[src/rtl/tcb_lib_arbiter_multiplexer.sv]
// N-to-1 TCB arbiter and multiplexer: grants one of SPN request ports to a
// single manager-side port and routes each response back through a DLY-deep select pipe.
module tcb_lib_arbiter_multiplexer #(
  parameter int unsigned ADR = 32,
  parameter int unsigned DAT = 32,
  parameter int unsigned BEN = DAT/8,
  parameter int unsigned DLY = 1,
  parameter int unsigned SPN = 3,
  parameter int unsigned SPL = $clog2(SPN),
  parameter int unsigned MOD = 0,
  parameter int unsigned PRI [SPN-1:0] = '{2, 1, 0}
) (
  input  logic               clk,
  input  logic               rst,
  input  logic [SPN-1:0]     sub_vld,
  input  logic [SPN-1:0]     sub_wen,
  input  logic [SPN*ADR-1:0] sub_adr,
  input  logic [SPN*BEN-1:0] sub_ben,
  input  logic [SPN*DAT-1:0] sub_wdt,
  output logic [SPN-1:0]     sub_rdy,
  output logic [SPN*DAT-1:0] sub_rdt,
  output logic [SPN-1:0]     sub_err,
  output logic               man_vld,
  output logic               man_wen,
  output logic [ADR-1:0]     man_adr,
  output logic [BEN-1:0]     man_ben,
  output logic [DAT-1:0]     man_wdt,
  input  logic               man_rdy,
  input  logic [DAT-1:0]     man_rdt,
  input  logic               man_err,
  output logic [SPL-1:0]     sel
);

  typedef enum logic {ARB, HOLD} state_t;

  state_t         state, state_nxt;
  logic [SPL-1:0] arb_sel, hold_sel, rr_ptr;
  logic           xfer;
  logic           rsp_act;
  logic [SPL-1:0] rsp_idx;

  assign man_vld = |sub_vld;
  assign xfer    = man_vld & man_rdy;

  // Idle (no valid port) resolves to index 0 in both modes.
  always_comb begin
    int unsigned best_pri;
    int unsigned nxt;
    logic        found;
    arb_sel  = '0;
    best_pri = 0;
    nxt      = 0;
    found    = 1'b0;
    if (MOD == 0) begin
      for (int unsigned i = 0; i < SPN; i++) begin
        if (sub_vld[i] && (!found || PRI[i] < best_pri)) begin
          found    = 1'b1;
          best_pri = PRI[i];
          arb_sel  = SPL'(i);
        end
      end
    end else begin
      for (int unsigned j = 1; j <= SPN; j++) begin
        nxt = (32'(rr_ptr) + j) % SPN;
        if (!found && sub_vld[nxt]) begin
          found   = 1'b1;
          arb_sel = SPL'(nxt);
        end
      end
    end
  end

  always_ff @(posedge clk or negedge rst) begin
    if (!rst) begin
      state    <= ARB;
      hold_sel <= '0;
      rr_ptr   <= SPL'(SPN-1);
    end else begin
      state <= state_nxt;
      if (man_vld && !man_rdy) hold_sel <= sel;
      if (xfer)                rr_ptr   <= sel;
    end
  end

  always_comb begin
    state_nxt = state;
    case (state)
      ARB:     if (man_vld && !man_rdy) state_nxt = HOLD;
      HOLD:    if (xfer)                state_nxt = ARB;
      default: state_nxt = ARB;
    endcase
  end

  always_comb begin
    sel = (state == HOLD) ? hold_sel : arb_sel;
  end

  always_comb begin
    man_wen = 1'b0;
    man_adr = '0;
    man_ben = '0;
    man_wdt = '0;
    sub_rdy = '0;
    for (int unsigned i = 0; i < SPN; i++) begin
      if (man_vld && sel == SPL'(i)) begin
        man_wen    = sub_wen[i];
        man_adr    = sub_adr[i*ADR +: ADR];
        man_ben    = sub_ben[i*BEN +: BEN];
        man_wdt    = sub_wdt[i*DAT +: DAT];
        sub_rdy[i] = man_rdy;
      end
    end
  end

  if (DLY == 0) begin : g_nodly
    assign rsp_act = xfer;
    assign rsp_idx = sel;
  end else begin : g_dly
    logic [DLY-1:0] act_q;
    logic [SPL-1:0] idx_q [DLY];

    always_ff @(posedge clk or negedge rst) begin
      if (!rst) begin
        act_q <= '0;
        for (int unsigned s = 0; s < DLY; s++) idx_q[s] <= '0;
      end else begin
        act_q[0] <= xfer;
        idx_q[0] <= sel;
        for (int unsigned s = 1; s < DLY; s++) begin
          act_q[s] <= act_q[s-1];
          idx_q[s] <= idx_q[s-1];
        end
      end
    end

    assign rsp_act = act_q[DLY-1];
    assign rsp_idx = idx_q[DLY-1];
  end

  always_comb begin
    sub_rdt = '0;
    sub_err = '0;
    for (int unsigned i = 0; i < SPN; i++) begin
      if (rsp_act && rsp_idx == SPL'(i)) begin
        sub_rdt[i*DAT +: DAT] = man_rdt;
        sub_err[i]            = man_err;
      end
    end
  end

endmodule

[config.mk]
export PLATFORM = sky130hd
export DESIGN_NAME = tcb_lib_arbiter_multiplexer
export DESIGN_NICKNAME = d
export VERILOG_FILES = /design/src/rtl/tcb_lib_arbiter_multiplexer.sv
export SDC_FILE = /design/constraint.sdc
export NUM_CORES = 1
export LEC_CHECK = 0
export ABC_AREA = 1
export CAP_MARGIN = 0
export CORE_AREA = 2 2 163 165
export CTS_CLUSTER_DIAMETER = 50
export DETAILED_ROUTE_END_ITERATION = 10
export DIE_AREA = 0 0 165 167
export PLACE_DENSITY = 0.46
export SLEW_MARGIN = 20
export SYNTH_ARGS = -nofsm -noshare
export SYNTH_HDL_FRONTEND = slang
export SYNTH_SLANG_ARGS = --single-unit
[constraint.sdc]
create_clock -name clk -period 1.63 [get_ports clk]
set_input_delay 0.163 -clock clk [delete_from_list [all_inputs] [get_ports clk]]
set_output_delay 0.163 -clock clk [all_outputs]
set_load 0.01 [all_outputs]
==> run summary, run 1 <==
CP Launch Type: register
wire length per cell: 18.47 um
Vias/cell: 4.205
clock tree sinks: 6
Hold Vio Cnt, Final: 0
buffer depth of the longest clock path: 2
reg-to-reg slack, setup: 0.27 ns
nets@finish: 1222
Worst Path Arrival: 1.80 ns
final WL: 24.20 mm
via count: 5508
R2R Path End: hold_sel[1]
routability cong.: 0.8197
die height: 167 um
first-pass GRT wire length: 32.51 mm
Num CTS Buffers: 3
synth warn: 0
layout cells sized above 1: 40.04%
grt total ovfl: 0
WS Path Type: reg2out
CP endpoint kind: primary output
initial antenna violation count: 2
Initial DRC Count: 193
CTS clk-pin slew, worst paths: 0.04 ns
IO Pins: 420
register bit total from synthesis: 6
slew margin rel.: 79.46%
Worst Hold Class: in2async
Pwr Density: 472.4 mW/mm2
Peak VDD IR: 307.3 uV
most common cell after layout, fill and taps aside: clkdlybuf4s50_1
Yosys cell types: 18
Synth Instances: 504
core area: 0.02576 mm2
DR DRC count: 0
Tightest Pin Transition: 0.3072 ns
fin crit share: 120.6%
Power Total: 0.004362 W
sequential area share after synthesis: 6.122%
Non-Filler Instances: 1310
Mapped Area: 0.002452 mm2
Die Width: 165 um
Final setup viols: 72
Final HPWL DP: 17.17 mm
largest net degree at the start of global routing: 23
DRT antenna net count: 0
Fmax achieved: 508.7 MHz
most frequent cells in the layout: clkdlybuf4s50_1, nand3_2, nand3_1, nor2_1, buf_6
IO buf count: 419
setup ws final: -0.3358 ns
crit path time final: 1.966 ns
Initial Util: 9.519%
Cell Rows: 59
# Max-Cap Violations: 0
Crit path required time: 1.47 ns
GRT Util Overall: 15.41%
DIE AREA: 0.02756 mm2
failing checks: setup timing
R2R depth: 7
Clock Latency Late Sink: 0.23 ns
CTS tree: done
fin. max-slew vios: 0
Hold Buf Count CTS: 0
clock skew: 0.001375 ns
LEAKAGE: 4.325 nW
vias in the first global route: 5594
post-synth net total: 750
status: finished, violations left
Layout area overhead: 276.5%
CTS Root Cell: clkbuf_16
CTS HTree Levels: 1
RSZ-0062 raised after global routing: true
placed cell count: 1253
first drt pass iteration count: 4
Syn Area/Cell: 4.866 um2
CP max FO: 7
## stage by stage
| step | utilization, % | TNS (ns) | hold slack, ns | setup slack, ns | area, um2 |
|---|---|---|---|---|---|
| floorplan | - | 0 | -0.1326 | 0.1849 | 2452 |
| global placement | 28.66 | -50.38 | 0.4265 | -0.7424 | 7383 |
| CTS | 32.79 | -21.22 | 0.2006 | -0.3561 | 8448 |
| finish | 35.84 | -19.01 | 0.1951 | -0.3358 | 9234 |
| global route | 35.84 | -25.33 | 0.2197 | -0.4067 | 9234 |
| detailed placement | 28.66 | -49.33 | 0.4379 | -0.7390 | 7383 |
## synthesized netlist by cell type, drive strengths merged
| cell type | instances | area, um2 |
|---|---|---|
| nand2 | 11 | 46.29 |
| inv | 43 | 161.4 |
| a21oi | 1 | 8.760 |
| o21ai | 3 | 15.01 |
| buf | 27 | 155.1 |
| nor2 | 107 | 411.7 |
| nand3 | 280 | 1406 |
| dfrtp | 6 | 150.1 |
| clkbuf | 26 | 97.59 |
## where the power goes
group | internal [W] | switching (W)
logic | 0.00210 | 0.00169
registers | 0.000165 | 0.0000166
clock network | 0.000315 | 0.0000820
## layer usage
layer  vias to the layer above  GRT usage [%]  share of wire (%)
met5                         -              0              0.054
met2                       282          29.98                 53
met1                      2528          16.70                 36
li1                       2666              -                  -
met4                         2          3.100                2.1
met3                        30          3.487                8.4
## how the worst max path moves through the flow
stage | from | depth (start not counted) | end
global placement | sub_vld[1] | 10 | man_adr[29]
floorplan | register | 6 | sub_rdy[2]
finish | register | 11 | man_wdt[6]
CTS | register | 10 | man_wdt[16]
detailed placement | sub_vld[1] | 9 | sub_rdy[1]
global route | register | 11 | man_adr[28]
## area by class of cell
type	instances	area, um2
clock buffers	3	75.07
diodes	1	2.502
inverters	43	173.9
well taps	335	419.2
flip-flops and latches	6	151.4
repair buffers	520	5468
multi-input cells	402	2944
fillers	2751	16530
## critical path, cell delays in order (launching register included)
cell	delay, ns
dfrtp_1	0.41
inv_2	0.11
nand3_4	0.09
nand2_4	0.09
nor2_4	0.04
buf_6	0.12
buf_12	0.14
buf_12	0.14
buf_16	0.14
nand3_2	0.06
nand3_2	0.09
buf_6	0.13
## cells by family after synthesis
logic type             count (synthesis)  share of synthesized area, %
AOI/OAI and AO/OA                      4                        0.9693
buffers and inverters                 96                         16.89
DFF                                    6                         6.122
and+or+nand+nor                      398                         76.02
## repair_timing
item                       in CTS  in global routing
setup endpoints to repair     172                154
gates resized for setup       618                229
pin swaps                      27                 54
gates cloned                   13                  8
buffers inserted               27                 15
(Power assumes the default switching activity.)
==> run 2, diff against run 1 <==
Settings changed: GPL_TIMING_DRIVEN from default to 1.
==> results of run 2 <==
Same layout as run 1: the final DEF is identical, and so are final timing and power.
==> run 3, diff against run 2 <==
Settings changed: CORE_AREA 2 2 163 165 to 2 2 161 163, DIE_AREA 0 0 165 167 to 0 0 163 165, GPL_TIMING_DRIVEN 1 to default.
Clock period 1.63 ns to 2.4 ns, I/O delays scaled along.
==> run summary, run 3 (synthesis gave the netlist of run 1 again) <==
routability cong.: 0.7333
slowest cell on the critical path: clkdlybuf4s50_1
Final HPWL DP: 16.38 mm
register area: 150.1 um2
Worst Hold Class: in2async
first-pass GRT wire length: 28.33 mm
Final setup viols: 0
Crit path required time: 2.16 ns
DR DRC count: 0
GRT Util Overall: 13.40%
most common cell after layout, fill and taps aside: clkdlybuf4s50_1
# fillers: 2792
initial antenna violation count: 1
CTS HTree Levels: 1
slew margin rel.: 74.78%
sequential power share: 5.3%
Num CTS Buffers: 3
Vias/cell: 4.102
placed cell count: 1238
worst path bufs/invs: 6
Tightest Pin Transition: 0.3783 ns
IO buf count: 419
LEAKAGE: 3.361 nW
core area: 0.02504 mm2
wire length per cell: 16.24 um
Fmax achieved: 448.8 MHz
layout cells sized above 1: 6.202%
Power Total: 0.002252 W
CTS Root Cell: clkbuf_16
via count: 5127
final hold slack: 0.2552 ns
clock network power share: 11.7%
IO Pins: 420
CTS tree: done
largest net degree at the start of global routing: 57
Sw Ratio: 39.55%
status: finished, final reports clean
Clock Latency Late Sink: 0.22 ns
Layout area overhead: 204.8%
Initial DRC Count: 196
CP max FO: 7
CTS clk-pin slew, worst paths: 0.03 ns
DRT antenna net count: 0
# Max-Cap Violations: 0
Pwr Density: 301.2 mW/mm2
CP max stage delay: 0.42 ns
fin. max-slew vios: 0
fin crit share: 92.84%
grt total ovfl: 0
Non-Filler Instances: 1250
first drt pass iteration count: 5
Internal: 0.001361 W
Comb power frac: 83.0%
Hold Vio Cnt, Final: 0
nets@finish: 1167
Initial Util: 9.795%
Hold Buf Count CTS: 0
CP endpoint kind: primary output
Die Width: 163 um
crit path time final: 2.228 ns
Cell Rows: 58
final WL: 20.31 mm
clock tree sinks: 6
clock skew: 0.001139 ns
sw power: 0.0008906 W
WS Path Type: in2out
die height: 165 um
vias in the first global route: 4961
buffer depth of the longest clock path: 2
DIE AREA: 0.02690 mm2
most frequent cells in the layout: clkdlybuf4s50_1, nand3_1, nor2_1, dlygate4sd2_1, inv_1
area of the multi-input gates: 0.001901 mm2
Worst Path Arrival: 1.99 ns
crit-path leading delay family: buffers and inverters
Peak VDD IR: 174.9 uV
RSZ-0062 raised after global routing: false
CP Launch Type: primary input
worst-path cell chain: clkdlybuf4s50_1 -> inv_1 -> nand2_1 -> nor2_2 -> a21oi_4 -> buf_4 -> buf_6 -> buf_4 -> nand3_1 -> nand3_1 -> dlygate4sd2_1
==> run 3: changes by cell type in the layout (fill, tap and decap cells not counted), sizes merged <==
cell           previous run  this run
buf                     187        44
clkinv                    1         0
inv                      42        43
clkdlybuf4s50           243       346
clkbuf                   27         4
dlygate4sd2              50        60
dlymetal6s2s              0        13
clkdlybuf4s15            15         0
==> run 3: power by group through the flow <==
stage               Sequential [W]  Clock, W  Combinational [W]
floorplan                 0.000117         0           0.000694
global route              0.000120  0.000274            0.00203
global placement          0.000120         0            0.00197
CTS                       0.000119  0.000268            0.00189
detailed placement        0.000120         0            0.00196
finish                    0.000119  0.000264            0.00187
==> run 3: final timing paths <==
path / startpoint / to / slack, ns / depth (start not counted)
worst min register to register: hold_sel[0] / hold_sel[0] / 0.52 / 2
worst max-delay path: sub_vld[0] / man_ben[1] / 0.17 / 11
min in group clk: hold_sel[0] / hold_sel[0] / 0.52 / 2
worst min-delay path: rst / hold_sel[0] / 0.26 / 1
max in group asynchronous: rst / g_dly.idx_q[1] / 1.94 / 1
worst max register to register: register / hold_sel[1] / 1.10 / 7
==> run 3: final cells by class <==
| type | instances | area share, % |
|---|---|---|
| tap | 330 | 5.523 |
| clock buffer | 3 | 1.004 |
| timing repair buffer | 465 | 63.82 |
| multi-input combinational | 402 | 25.42 |
| sequential | 6 | 2.008 |
| inverter | 43 | 2.192 |
| antenna | 1 | 0.03347 |
==> run 3: stage by stage <==
stage	worst slack, ns	utilization (%)	setup TNS [ns]	area [um2]
after global placement	-0.1228	29.12	-5.415	7289
after global routing	0.03880	29.85	0	7473
after detailed placement	-0.08978	29.12	-3.790	7289
final	0.1718	29.86	0	7476
after CTS	0.0006708	29.51	0	7388
after floorplan	0.8779	-	0	2452
==> run 3: timing repair <==
| item | CTS | global route |
|---|---|---|
| setup endpoints to repair | 72 | 13 |
| pin swaps | 0 | 1 |
| gates resized for setup | 64 | 14 |
| setup buffers | 2 | 3 |
| gates cloned | 2 | 1 |
==> run 3: routing by layer <==
layer	share of wire [%]	GRT usage, %
met5	0	0
met4	0.79	1.408
met3	9.5	3.491
met2	52	25.96
met1	38	15.08
